File: config.mk
export PLATFORM = sky130hd
export DESIGN_NAME = if_id_branch_stage
export DESIGN_NICKNAME = d
export VERILOG_FILES = /design/src/rtl/if_id_branch_stage.sv
export SDC_FILE = /design/constraint.sdc
export NUM_CORES = 1
export LEC_CHECK = 0
export CAP_MARGIN = 20
export CORE_MARGIN = 2
export CORE_UTILIZATION = 60
export DETAILED_ROUTE_END_ITERATION = 7
export DONT_BUFFER_PORTS = 1
export PLACE_DENSITY = 0.76
export SYNTH_ARGS = -nofsm -noshare
export SYNTH_HDL_FRONTEND = slang
export SYNTH_SLANG_ARGS = --single-unit
File: constraint.sdc
create_clock -name clk -period 6.1 [get_ports clk]
set_input_delay 0.61 -clock clk [delete_from_list [all_inputs] [get_ports clk]]
set_output_delay 0.61 -clock clk [all_outputs]
set_load 0.01 [all_outputs]
File: src/rtl/if_id_branch_stage.sv
// IF/ID pipeline register for the 64-bit LEGv8 core with early branch
// resolution in decode. Resolves B, BL, CBZ and B.cond against the latched
// instruction and drives PCsrc/in/en back to the program counter. There is
// one architectural delay slot, so a taken branch never squashes fetch.
module if_id_branch_stage #(
   parameter logic [31:0] NOP_WORD = 32'hD503201F
) (
   input  logic        clk,
   input  logic        reset,
   input  logic        stall,
   input  logic        flush,
   input  logic [63:0] if_pc,
   input  logic [31:0] if_instr,
   input  logic        rt_zero,
   input  logic [3:0]  flags_nzcv,
   output logic [63:0] id_pc,
   output logic [31:0] id_instr,
   output logic        id_valid,
   output logic        br_taken,
   output logic [63:0] br_target,
   output logic        pc_en,
   output logic [31:0] taken_count
);

   logic        is_b26;
   logic        is_cbz;
   logic        is_bcond;
   logic        is_branch;
   logic        cond_ok;
   logic [63:0] offset;
   logic        flag_n;
   logic        flag_z;
   logic        flag_v;
   logic        unused_flag_c;

   assign flag_n        = flags_nzcv[3];
   assign flag_z        = flags_nzcv[2];
   assign unused_flag_c = flags_nzcv[1];
   assign flag_v        = flags_nzcv[0];

   // IF/ID register: reset > flush > stall > load
   always_ff @(posedge clk) begin
      if (reset || flush) begin
         id_pc    <= 64'd0;
         id_instr <= NOP_WORD;
         id_valid <= 1'b0;
      end else if (!stall) begin
         id_pc    <= if_pc;
         id_instr <= if_instr;
         id_valid <= 1'b1;
      end
   end

   // Branch decode and condition evaluation on the latched instruction
   always_comb begin
      is_b26   = (id_instr[31:26] == 6'b000101) || (id_instr[31:26] == 6'b100101);
      is_cbz   = (id_instr[31:24] == 8'b10110100);
      is_bcond = (id_instr[31:24] == 8'b01010100) && !id_instr[4];
      offset   = 64'd0;
      cond_ok  = 1'b0;
      if (is_b26) begin
         offset  = {{38{id_instr[25]}}, id_instr[25:0]};
         cond_ok = 1'b1;
      end else if (is_cbz) begin
         offset  = {{45{id_instr[23]}}, id_instr[23:5]};
         cond_ok = rt_zero;
      end else if (is_bcond) begin
         offset = {{45{id_instr[23]}}, id_instr[23:5]};
         case (id_instr[3:0])
            4'b0000: cond_ok = flag_z;
            4'b0001: cond_ok = !flag_z;
            4'b1010: cond_ok = (flag_n == flag_v);
            4'b1011: cond_ok = (flag_n != flag_v);
            4'b1110: cond_ok = 1'b1;
            default: cond_ok = 1'b0;
         endcase
      end
   end

   assign is_branch = is_b26 || is_cbz || is_bcond;
   assign br_target = is_branch ? (id_pc + (offset << 2)) : (id_pc + 64'd4);
   // A stalled branch (e.g. CBZ waiting on a load) must not redirect early
   assign br_taken  = id_valid && !stall && cond_ok;
   // The PC owns its own reset, so enable tracks only the hazard hold
   assign pc_en     = !stall;

   // Count resolved taken branches; a coincident flush does not cancel one
   always_ff @(posedge clk) begin
      if (reset)
         taken_count <= 32'd0;
      else if (br_taken)
         taken_count <= taken_count + 32'd1;
   end

endmodule
Word-level counts from Yosys, hierarchy flattened:

Index checks and enable logic that the tools add are counted.

* input bits: 105
* logic and storage cells: 36
* output and inout port bits: 195
* bits in registers: 129

* multiplexer cells: 8
* eq/ne operators: 10
* add/subtract/negate cells: 3
* reduce and logical (&&, ||, !) cells: 11

Operator list (number)
* $mux 62: 3
* $add 64x3->64 const B: 1
* $add 64x64->64: 1
* $mux 64: 1
* $add 32x1->32 const B: 1
* $eq 4x4->1 const B: 3
* $eq 8x7->1 const B: 1
* $eq 8x8->1 const B: 1
* $eq 6x3->1 const B: 1
* $eq 6x6->1 const B: 1
* $pmux 1 s5: 1
* $eq 4x1->1 const B: 1
* $logic_not 4->1: 1
* $logic_or 1x1->1: 4
* $logic_and 1x1->1: 3
* $logic_not 1->1: 3
* $mux 1: 3
* $eq 1x1->1: 1
* $ne 1x1->1: 1

Logic depth before layout (Yosys ltp):

* depth in word-level cells: 7
* mapped depth: 17
* depth with buffers taken out: 15

Worst setup path after synthesis:

OpenSTA, ideal clock, no wires.

* path type: register to output
* start: reg id_instr[29]
* end: out br_target[55]
* arrival: 4.184 ns
* cell stages (with the launch flop): 15
* path buffers: 1
* data required time: 5.490 ns
* slack: 1.306 ns
* cell sequence: dfxtp_1 > nand2b_1 > nor4b_2 > o2111a_1 > a21o_1 > ha_1 > buf_6 > a21oi_1 > nand2_1 > a221o_1 > a221o_1 > a221oi_2 > o31ai_2 > and2_4 > a2111oi_2

* cells in the longest elaborated chain, start to end: 7
* elaborated cells between the ends (all ways): 13
* those cells by class: add/sub: 1; eq/ne: 4; mux: 4; reduce/logical: 4

Ends and longest elaborated chain
* start: declaration: RTL line 17 `output logic [31:0] id_instr,`
* start signal: assignment: RTL line 49 `id_instr <= if_instr;`
* $eq 8x7->1: RTL line 58 `is_bcond = (id_instr[31:24] == 8'b01010100) && !id_instr[4];`
* $logic_and 1x1->1: RTL line 58
* $mux 62: RTL line 67 `end else if (is_bcond) begin`
* $mux 62: RTL line 64 `end else if (is_cbz) begin`
* $mux 62: RTL line 61 `if (is_b26) begin`
* $add 64x64->64: RTL line 81 `assign br_target = is_branch ? (id_pc + (offset << 2)) : (id_pc + 64'd4);`
* $mux 64 *: RTL line 81
* end: declaration: RTL line 20 `output logic [63:0] br_target,`

Mark *: on every way between the ends. The rest lies on a longest branch, timed or not.

Worst setup path after layout:

* start: reg id_instr[28]
* end: out br_target[61]

The elaborated chain is that of the path after synthesis.

==> results.txt <==
The run finished with clean final reports. The combined flip-flop and latch cell area is 0.00258 mm2. The synthesized netlist occupies a cell area of 0.00905 mm2. The non-filler instance count after layout came out at 1263. For this run the aggregate overflow at the end of global routing stands at 0. The final period utilization came out at 0.931.

The combined global-route utilization of all metal layers is 0.291. The I/O pin count is 300. The number of clock sinks came out at 129. The number of fill cells is 1277. The min-delay analysis places its worst path in the category in2reg. Entering global routing, the biggest net connects 100 pins. After clock tree synthesis, the clock-pin slew on the worst setup and hold paths is 0.06 ns. The number of antenna violations at the first check in global routing came out at 0.

The first-pass iteration count of the detailed router is 7. The worst setup path is launched from a register. In the final layout, the share of cells above drive strength 1 is 0.0593.

Setup repair after global routing left no endpoint under its margin. The share of flip-flops with an asynchronous set or reset is 0. STA puts the critical path data required time at 5.49 ns. The final core utilization is 0.657. The post-synthesis area per instance came out at 8.25 um2. Subtracting the final worst setup slack from the clock period gives 5.68 ns. The post-layout net count is 1235.

The latest clock arrival within the worst-skew pair is 0.42 ns. The clock tree buffer depth came out at 2. The slew at the pin with the worst max-slew slack is 0.894 ns.

The max-capacitance violation count is 0. For the worst setup path, the data arrival time is 5.07 ns. The number of placed instances with taps included is 1232. The final total negative setup slack is 0 ns. The number of distinct library cell variants in the gate-level netlist after synthesis came out at 77.

The most used flip-flop cell after synthesis is sky130_fd_sc_hd__dfxtp_1. The number of port buffers is 0. The via count of the first global-routing pass is 7387. Row generation in the floorplan step produced 44 rows. The wire length of the first global-routing pass came out at 37.8 mm. The static power due to leakage came out at 4.30 nW. The total of hold buffers inserted after clock tree synthesis is 0. The number of nets still failing antenna checks after routing is 0.

The maximum fanout count along the critical path is 22. In the final routed layout, each cell accounts on average for 19.2 um. The cell count after synthesis came out at 1097. At the end of routability-driven placement, the weighted congestion stood at 0.904. The synthesized net count is 1265. The worst-case headroom to the max-slew limit is 0.404. The critical path in this run is classified as reg2out. The number of enable-type register cells in the synthesized netlist came out at 0.

The diode insertion count for antenna repair is 0. The count of pins over their slew limit is 0. The final clock skew is 0.00499 ns. The signed area change from the synthesized netlist to the final layout came out at 6.33%. The total via count after detailed routing came out at 7987. The height of the chip is 127 um. The violation count after the first detailed-route iteration is 513. The worst setup path is captured at a primary output. The final-report hold violation count is 0. In this run the power density over the cells is 207 mW/mm2. The ratio of routed vias to standard cells is 6.32. The total DRC errors in the routed layout is 0. The peak clock frequency supported by timing came out at 176 MHz. The initial cell density of the core came out at 0.618. CTS built an H-tree with a depth of 4. The die is 127 um wide. Setup violations remaining at the end of the flow were counted as 0. By area the synthesized netlist is led by sky130_fd_sc_hd__dfxtp_1 29%, sky130_fd_sc_hd__mux2i_1 11%, sky130_fd_sc_hd__ha_1 8.6%, sky130_fd_sc_hd__nor2_1 6.3%, sky130_fd_sc_hd__xor2_1 4.5%. The final HPWL from detailed placement came out at 18.6 mm.

The part of the Yosys area used for sequential elements came out at 0.285. The area share of the largest cell type after synthesis came out at 0.285. In this run, CTS created clock tree buffers numbering 17. TritonCTS built the clock tree.

The routed design has 24.3 mm of wire. Summing all multi-input logic gate instances after layout gives 0.00614 mm2. The largest total area in the synthesized netlist belongs to sky130_fd_sc_hd__dfxtp_1.

The floorplan step defined a die boundary enclosing 0.0161 mm2. The core region is 0.0146 mm2. The tree is rooted in a sky130_fd_sc_hd__clkbuf_16. The final-layout worst hold slack came out at 0.261 ns.

The count of yosys warnings during synthesis came out at 0. The number of flip-flops and latches in the synthesized netlist came out at 129. The peak supply drop is 0.171 mV.
## report_power, final
part	switching [mW]	leakage [nW]	internal (mW)	total (mW)
Combinational	0.0839	3.00	0.0617	0.146
Clock	0.417	0.252	0.525	0.941
Sequential	0.0375	1.05	0.864	0.901
Total	0.538	4.30	1.45	1.99
## cell type report
type,count,area share
Clock buffer,18,0.0446
Clock inverter,13,0.0112
Inverter,25,0.00975
Multi-Input combinational cell,888,0.638
Sequential cell,129,0.268
Tap cell,184,0.0239
Timing Repair Buffer,6,0.00468
## per-stage QoR
step | worst slack, ns | total power, mW | instance area, um2
5_1_grt | 0.0974 | 2.06 | 9620
3_5_place_dp | 0.776 | 1.07 | 9090
3_3_place_gp | 0.870 | 1.06 | 9090
4_1_cts | 0.284 | 2.00 | 9620
2_1_floorplan | 1.31 | 1.05 | 9050
6_report | 0.423 | 1.99 | 9620
## state kept, by name, summed over array words and instances, names as in the netlist
| name | count |
|---|---|
| id_instr | 32 |
| id_pc | 64 |
| taken_count | 32 |
| id_valid | 1 |
## final timing paths
path                                startpoint         endpoint  slack (ns)  cells past startpoint
worst min register to register  taken_count[9]   taken_count[9]        0.55                      2
worst min-delay path                     reset  taken_count[26]        0.26                      1
worst max register to register    id_instr[30]  taken_count[25]        3.40                      9
worst max-delay path              id_instr[28]    br_target[61]        0.42                     14
## Yosys cell counts, drive strengths merged (5+ instances only)
master   instances
nor3            24
a21oi           79
a21o            36
nand2b           7
buf             21
xnor2           37
or2              6
and2             6
inv             25
ha              62
nand3           32
mux2i           98
nand2           78
nor2           154
a2111oi          5
and3            14
clkbuf          34
xor2            46
o21ai           46
o21bai          18
or3              8
a21boi           5
a31oi            7
nor2b           11
o31ai            5
nand4           22
dfxtp          129
o21a            11
a22o            16
## cell families after synthesis
kind of cell	Yosys count	share of synthesized area
buffers and inverters	80	0.0375
AND/OR/NAND/NOR	375	0.193
XOR/XNOR	83	0.0803
adder cells (fa/ha/maj)	63	0.0879
flip-flops	129	0.285
AO/OA/AOI/OAI	269	0.207
multiplexers	98	0.108
## metal layers
layer | share of wire | up-vias | track usage | routed length (um)
met2 | 0.46 | 316 | 0.474 | 11100
met4 | 0.024 | 0 | 0.0976 | 572
met3 | 0.084 | 44 | 0.0827 | 2040
met5 | 0 | - | 0 | 0
met1 | 0.43 | 3718 | 0.371 | 10600
li1 | - | 3909 | - | -
## cell usage in the layout, fill, tap and decap left out, drive strengths merged, types with 30 or more instances in the layout
cell and count:
dfxtp 129, xnor2 37, nor2 154, a21o 36
nand2 78, inv 30, mux2i 98, a21oi 79
ha 62, xor2 46, o21ai 46, nand3 32
## critical path, cell delays in order, from the launching register on
cell	delay, ns
sky130_fd_sc_hd__dfxtp_1	0.45
sky130_fd_sc_hd__nand2b_1	0.15
sky130_fd_sc_hd__or3_1	0.44
sky130_fd_sc_hd__o2111a_1	0.26
sky130_fd_sc_hd__a21o_2	0.37
sky130_fd_sc_hd__buf_4	0.29
sky130_fd_sc_hd__ha_1	0.47
sky130_fd_sc_hd__nand4_2	0.18
sky130_fd_sc_hd__or2_0	0.27
sky130_fd_sc_hd__or3_1	0.32
sky130_fd_sc_hd__a311oi_1	0.28
sky130_fd_sc_hd__a221oi_2	0.13
sky130_fd_sc_hd__nor4_1	0.47
sky130_fd_sc_hd__nor3_1	0.12
sky130_fd_sc_hd__nor3_1	0.44
## timing repair
action                                  CTS  global route
resized for setup                         0             1
endpoints found under the setup margin    0             2
buffers inserted                          0             0
(Power assumes the default switching activity.)
